==> config.mk <==
export PLATFORM = sky130hd
export DESIGN_NAME = card_grid_renderer
export DESIGN_NICKNAME = d
export VERILOG_FILES = /design/src/rtl/card_grid_pkg.sv /design/src/rtl/card_glyph.sv /design/src/rtl/card_grid_renderer.sv
export SDC_FILE = /design/constraint.sdc
export NUM_CORES = 1
export LEC_CHECK = 0
export ABC_AREA = 1
export BUFFER_PORTS_ARGS = -buffer_cell sky130_fd_sc_hd__buf_2
export CORE_MARGIN = 5
export CORE_UTILIZATION = 58
export CTS_CLUSTER_SIZE = 20
export DETAILED_ROUTE_END_ITERATION = 10
export PLACE_DENSITY = 0.78
export SLEW_MARGIN = 20
export SYNTH_ARGS = -nofsm -noshare
export SYNTH_HDL_FRONTEND = slang
export SYNTH_SLANG_ARGS = --single-unit
==> constraint.sdc <==
create_clock -name clk -period 3.78 [get_ports clk]
set_clock_uncertainty 0.05 [all_clocks]
set_input_delay 0.189 -clock clk [delete_from_list [all_inputs] [get_ports clk]]
set_output_delay 0.189 -clock clk [all_outputs]
set_load 0.02 [all_outputs]
==> src/rtl/card_grid_pkg.sv <==
// rtl/card_grid_pkg.sv - shared types and colours for the memory-game card grid renderer
package card_grid_pkg;

    localparam int COORD_W = 11;

    typedef enum logic [2:0] {
        DOWN      = 3'd0,
        FLIP_UP_S = 3'd1,
        UP        = 3'd2,
        FLIP_DN_S = 3'd3,
        MATCHED   = 3'd4
    } card_state_t;

    typedef enum logic [1:0] {
        OP_SET_SYM   = 2'd0,
        OP_FLIP_UP   = 2'd1,
        OP_FLIP_DOWN = 2'd2,
        OP_MATCH     = 2'd3
    } cmd_op_t;

    localparam logic [23:0] C_BG     = 24'h000000;
    localparam logic [23:0] C_BACK   = 24'h0000FF;
    localparam logic [23:0] C_FACE   = 24'hFFFFFF;
    localparam logic [23:0] C_GLYPH  = 24'hFF0000;
    localparam logic [23:0] C_FLIP   = 24'h808080;
    localparam logic [23:0] C_MATCH  = 24'h00C000;
    localparam logic [23:0] C_CURSOR = 24'hFFFF00;

endpackage

==> src/rtl/card_glyph.sv <==
// rtl/card_glyph.sv - combinational symbol shapes drawn around the card centre
module card_glyph
    import card_grid_pkg::*;
#(
    parameter int CARD_W = 50,
    parameter int CARD_H = 70,
    parameter int NSYM   = 8
) (
    input  logic [COORD_W-1:0]      lx,
    input  logic [COORD_W-1:0]      ly,
    input  logic [$clog2(NSYM)-1:0] sym,
    output logic                    in_glyph
);

    int dx;
    int dy;
    int adx;
    int ady;
    logic [2:0] shape;

    always_comb begin
        dx    = int'(lx) - CARD_W / 2;
        dy    = int'(ly) - CARD_H / 2;
        adx   = (dx < 0) ? -dx : dx;
        ady   = (dy < 0) ? -dy : dy;
        // symbols beyond eight reuse the base shapes
        shape = 3'(32'(sym) % 32'd8);
        case (shape)
            3'd0:    in_glyph = (adx < 10) && (ady < 10);
            3'd1:    in_glyph = (adx + ady) < 12;
            3'd2:    in_glyph = (ady < 4) && (adx < 14);
            3'd3:    in_glyph = (adx < 4) && (ady < 18);
            3'd4:    in_glyph = ((ady < 4) && (adx < 14)) || ((adx < 4) && (ady < 18));
            3'd5:    in_glyph = ((adx - ady) < 3) && ((ady - adx) < 3) && (adx < 12);
            3'd6:    in_glyph = (adx < 12) && (ady < 12) && !((adx < 7) && (ady < 7));
            default: in_glyph = (dy >= -12) && (dy < 12) && ((2 * adx) <= (dy + 12));
        endcase
    end

endmodule

==> src/rtl/card_grid_renderer.sv <==
// rtl/card_grid_renderer.sv - card grid state holder and two-stage pixel colour pipeline
module card_grid_renderer
    import card_grid_pkg::*;
#(
    parameter int ROWS        = 4,
    parameter int COLS        = 4,
    parameter int ORIGIN_X    = 160,
    parameter int ORIGIN_Y    = 70,
    parameter int CARD_W      = 50,
    parameter int CARD_H      = 70,
    parameter int PITCH_X     = 90,
    parameter int PITCH_Y     = 90,
    parameter int NSYM        = 8,
    parameter int FLIP_FRAMES = 8
) (
    input  logic                           clk,
    input  logic                           rst,
    input  logic [9:0]                     x,
    input  logic [9:0]                     y,
    input  logic                           video_on,
    input  logic                           frame_start,
    input  logic                           cmd_valid,
    output logic                           cmd_ready,
    input  logic [1:0]                     cmd_op,
    input  logic [$clog2(ROWS*COLS)-1:0]   cmd_idx,
    input  logic [$clog2(NSYM)-1:0]        cmd_sym,
    input  logic [$clog2(ROWS*COLS)-1:0]   cursor_idx,
    output logic [7:0]                     r,
    output logic [7:0]                     g,
    output logic [7:0]                     b
);

    localparam int NCARD = ROWS * COLS;
    localparam int IDX_W = $clog2(NCARD);
    localparam int SYM_W = $clog2(NSYM);
    localparam int CNT_W = $clog2(FLIP_FRAMES + 1);

    card_state_t      card_state [NCARD];
    logic [SYM_W-1:0] card_sym   [NCARD];
    logic [CNT_W-1:0] anim_cnt;
    logic [IDX_W-1:0] anim_idx;

    logic    accept;
    logic    idx_ok;
    cmd_op_t op;

    assign cmd_ready = !rst && (anim_cnt == '0);
    assign accept    = cmd_valid && cmd_ready;
    assign idx_ok    = 32'(cmd_idx) < NCARD;
    assign op        = cmd_op_t'(cmd_op);

    // a load can only happen with the counter idle, so it always wins over a decrement
    always_ff @(posedge clk) begin
        if (rst) begin
            for (int i = 0; i < NCARD; i++) begin
                card_state[i] <= DOWN;
                card_sym[i]   <= '0;
            end
            anim_cnt <= '0;
            anim_idx <= '0;
        end else if (accept) begin
            if (idx_ok) begin
                case (op)
                    OP_SET_SYM: card_sym[cmd_idx] <= cmd_sym;
                    OP_FLIP_UP: begin
                        if (card_state[cmd_idx] == DOWN) begin
                            card_state[cmd_idx] <= FLIP_UP_S;
                            anim_cnt            <= CNT_W'(FLIP_FRAMES);
                            anim_idx            <= cmd_idx;
                        end
                    end
                    OP_FLIP_DOWN: begin
                        if (card_state[cmd_idx] == UP) begin
                            card_state[cmd_idx] <= FLIP_DN_S;
                            anim_cnt            <= CNT_W'(FLIP_FRAMES);
                            anim_idx            <= cmd_idx;
                        end
                    end
                    default: begin
                        if (card_state[cmd_idx] == UP) card_state[cmd_idx] <= MATCHED;
                    end
                endcase
            end
        end else if (frame_start && (anim_cnt != '0)) begin
            anim_cnt <= anim_cnt - 1'b1;
            if (anim_cnt == CNT_W'(1)) begin
                case (card_state[anim_idx])
                    FLIP_UP_S: card_state[anim_idx] <= UP;
                    FLIP_DN_S: card_state[anim_idx] <= DOWN;
                    default:   ;
                endcase
            end
        end
    end

    logic               hit_c;
    logic [IDX_W-1:0]   idx_c;
    logic [COORD_W-1:0] lx_c, ly_c, px, py, left, top;

    always_comb begin
        hit_c = 1'b0;
        idx_c = '0;
        lx_c  = '0;
        ly_c  = '0;
        left  = '0;
        top   = '0;
        px    = {1'b0, x};
        py    = {1'b0, y};
        for (int rr = 0; rr < ROWS; rr++) begin
            for (int cc = 0; cc < COLS; cc++) begin
                left = COORD_W'(ORIGIN_X + cc * PITCH_X);
                top  = COORD_W'(ORIGIN_Y + rr * PITCH_Y);
                if (px >= left && px < left + COORD_W'(CARD_W) &&
                    py >= top  && py < top  + COORD_W'(CARD_H)) begin
                    hit_c = 1'b1;
                    idx_c = IDX_W'(rr * COLS + cc);
                    lx_c  = px - left;
                    ly_c  = py - top;
                end
            end
        end
    end

    logic               s1_hit;
    logic               s1_vid;
    logic [IDX_W-1:0]   s1_idx;
    logic [COORD_W-1:0] s1_lx, s1_ly;

    always_ff @(posedge clk) begin
        if (rst) begin
            s1_hit <= 1'b0;
            s1_vid <= 1'b0;
            s1_idx <= '0;
            s1_lx  <= '0;
            s1_ly  <= '0;
        end else begin
            s1_hit <= hit_c;
            s1_vid <= video_on;
            s1_idx <= idx_c;
            s1_lx  <= lx_c;
            s1_ly  <= ly_c;
        end
    end

    card_state_t cur_state;
    logic        in_glyph;
    logic        border;
    logic [23:0] pix;

    assign cur_state = card_state[s1_idx];
    assign border    = (s1_lx < COORD_W'(2)) || (s1_lx >= COORD_W'(CARD_W - 2)) ||
                       (s1_ly < COORD_W'(2)) || (s1_ly >= COORD_W'(CARD_H - 2));

    card_glyph #(
        .CARD_W(CARD_W),
        .CARD_H(CARD_H),
        .NSYM  (NSYM)
    ) u_glyph (
        .lx      (s1_lx),
        .ly      (s1_ly),
        .sym     (card_sym[s1_idx]),
        .in_glyph(in_glyph)
    );

    always_comb begin
        pix = C_BG;
        if (!s1_vid || !s1_hit) begin
            pix = C_BG;
        end else if ((s1_idx == cursor_idx) && border) begin
            pix = C_CURSOR;
        end else begin
            case (cur_state)
                DOWN:                 pix = C_BACK;
                FLIP_UP_S, FLIP_DN_S: pix = C_FLIP;
                UP:                   pix = in_glyph ? C_GLYPH : C_FACE;
                MATCHED:              pix = in_glyph ? C_FACE : C_MATCH;
                default:              pix = C_BG;
            endcase
        end
    end

    always_ff @(posedge clk) begin
        if (rst) {r, g, b} <= 24'h000000;
        else     {r, g, b} <= pix;
    end

endmodule

==> summary.txt <==
I/O pins = 63
Post-synthesis cell count = 2,624
Number of max-cap violations = 0
HP Class = input pin to flop
Critical Path Start = s1_lx[0]
Non-Filler Instances = 3,424
Worst path slowest cell = dfxtp_4
Overall global routing resource usage = 35.0%
GP Congestion = 1.02
Core Footprint = 28,700 µm²
DR DRC count = 0
Port Buffers = 62
DP Wirelength = 45.4 mm
CTS max path bufs = 2
Crit path time final = 4.35 ns
Via count = 20,000
DIE HEIGHT = 180 µm
Antenna violations before repair = 0
EDFF count, synth = 96
Max H-tree Level = 4
Worst-Skew Late Latency = 0.43 ns
DP Area = 19,700 µm²
FF+latch area = 3840 µm²
Initial cell density of the core = 58.7%
Yosys reg bits = 143
Max Freq = 230 MHz
Final core occ = 74.0%
Period Utilization, post-route = 115%
Worst Hold Path Cells = 3
Failing checks = negative setup slack
R2r startpoint = s1_lx[0]
Number of global-route vias before repair = 18,900
Share of cells above drive strength 1 = 19.7%
Worst Reg2Reg Path Length in Cells = 32
Synth unique cells = 71
Pre-antenna DRT Iters = 8
Worst setup EP type = flop
Slew Limit Headroom = 20.2%
Top cell type by total area after synthesis = edfxtp_1
Layout Nets = 3,217
DP Worst Slack = -0.465 ns
Overall power = 10.3 mW
Clock root cell = clkbuf_16
Hold Fails Final Rpt = 0
Async set-reset flop share out of synthesis = 0%
Average size of a mapped cell = 6.42 µm²
Slowest stage delay, CP = 0.36 ns
Clock-pin transition on the worst setup and hold timing paths = 0.06 ns
Congestion Overflow GR = 0
Placed insts = 3,343
Setup violators final = 7
Critical Path Start Type = flop
Wirelength per Cell = 17.8 µm
Die X = 180 µm
# rows = 62
Most common cell after layout, fill and taps aside = nand2_1
Hold path start = x[0]
Diode count = 0
Commonest non-fill, non-tap cells in the layout = nand2_1 (602), nor2_1 (297), buf_4 (292)
Final instance area = 21,200 µm²
First-pass GRT wire length = 94.7 mm
Final wirelength = 61.0 mm
Worst hold endpoint = s1_lx[0]
Status = finished with violations
WP data arrival = 4.63 ns
Required @ worst endpoint = 4.06 ns
Worst R2R End = b[6]
Post-Synthesis Cell Area = 16,800 µm²
Final ANT Viol Nets = 0
CTS tree = yes
Reg2reg setup slack = -0.57 ns
Cts bufs inserted = 17
Yosys Warn Count = 0
Synth Flop Type = edfxtp_1
Die area = 32,500 µm²
Crit Path Category = flop to flop
Top post-synthesis cells by area = edfxtp_1 (17%), nand2_1 (14%), ha_1 (11%), nor2_1 (7.0%), inv_1 (6.9%)
DR vias/cell = 5.85
Largest net degree at the start of global routing = 52
Most frequent CP cell = nand2_1
Max Fanout on Critical Path = 5
Area delta synth->final = 26.1%
Final worst slack = -0.573 ns
Post-synthesis sequential area ratio = 22.7%
Leakage = 10.8 nW
Max Transition Viols Final = 0
Cell Pwr Density = 485 nW/µm²
Fillers = 2,228
Max IR drop VDD = 476 µV
Slew @ Worst Pin = 1.19 ns
DR iter-0 viols = 2,107
Area occupied by multi-input gates = 12,500 µm²
RSZ-0062 raised after global routing = true
Clock sinks = 143
Top cell type's share of synthesized area = 17.1%
==> layout make-up <==
class | instances | share of cell area, %
clock buffers | 21 | 2.17
repair buffers | 362 | 12.3
clock inverters | 11 | 0.501
well taps | 384 | 2.26
flip-flops and latches | 143 | 18.1
inverters | 332 | 5.94
multi-input cells | 2171 | 58.7
==> synthesized netlist by cell type (9+ instances only) <==
library cell and number:
a211oi_1 12, a21oi_1 205, a22oi_1 9, a31oi_1 10, buf_2 9, buf_4 17
clkbuf_1 67, dfxtp_1 47, edfxtp_1 96, ha_1 150, inv_1 310, inv_2 14
mux2i_1 13, nand2_1 628, nand2_2 11, nand2_4 9, nand3_1 157, nand3_2 10
nand4_1 48, nor2_1 312, nor3_1 31, nor4_1 13, o211ai_1 35, o21ai_0 200
o21ai_1 10, o22ai_1 11, xnor2_1 13, xor2_1 61
==> power by group <==
part / switching (mW) / internal [mW] / leakage (nW)
clock: 0.678 / 0.947 / 0.271
combinational: 3.98 / 2.87 / 9.16
sequential: 0.0702 / 1.75 / 1.38
==> how the worst max path moves through the flow <==
stage	end	slack, ns	cells past startpoint
after global routing	b[7]	-0.81	32
after detailed placement	b[6]	-0.47	32
after CTS	b[6]	-0.17	32
final	b[6]	-0.57	32
after global placement	g[7]	-0.39	30
after floorplan	g[7]	-0.04	31
==> critical path, delay by kind of cell (launching register included) <==
family,cells,cell delay (ns)
and+or+nand+nor,21,2.15
AOI/OAI and AO/OA,3,0.48
adders and majority gates,2,0.46
buffers and inverters,4,0.41
DFF,1,0.36
xor gates and xnor gates,2,0.35
==> sequential cells by signal, indices dropped and copies added (netlist names), named ones only <==
| name | flops |
|---|---|
| g | 3 |
| card_state | 48 |
| b | 2 |
| s1_vid | 1 |
| card_sym | 48 |
| r | 2 |
| anim_cnt | 4 |
| anim_idx | 4 |
| s1_lx | 11 |
| s1_hit | 1 |
| s1_ly | 11 |
| s1_idx | 4 |
==> stage by stage <==
| step | hold WS, ns | setup TNS [ns] |
|---|---|---|
| after floorplan | 0.237 | -0.0993 |
| after global placement | 0.404 | -2.53 |
| after detailed placement | 0.403 | -2.99 |
| after CTS | 0.0494 | -0.972 |
| after global routing | 0.0616 | -5.22 |
| final | 0.0782 | -3.72 |
==> logic make-up (layout without fill, tap and decap cells) <==
| logic type | after synthesis | count (layout) | share of synthesized area, % |
|---|---|---|---|
| mux | 14 | 14 | 0.840 |
| buf+inv | 430 | 726 | 10.2 |
| compound gates | 559 | 559 | 18.9 |
| xor+xnor | 74 | 74 | 3.85 |
| simple gates | 1250 | 1250 | 32.1 |
| other cells | 2 | 122 | 0.0446 |
| flops | 143 | 143 | 22.7 |
| fa+ha+maj | 152 | 152 | 11.4 |
==> metal layers <==
metal	GRT usage (%)	part of all wire, %
met1	43.2	38
met2	61.1	48
met3	4.93	9.0
met4	14.9	5.5
met5	0	0
==> timing repair <==
item | CTS | global route
hold endpoints to repair | 2 | 0
hold buffers | 2 | 0
endpoints found under the setup margin | 7 | 19
resized for setup | 118 | 35
pin swaps | 63 | 42
gates cloned | 0 | 0
buffers inserted | 36 | 11
No activity file was read; power rests on OpenSTA's default activity.
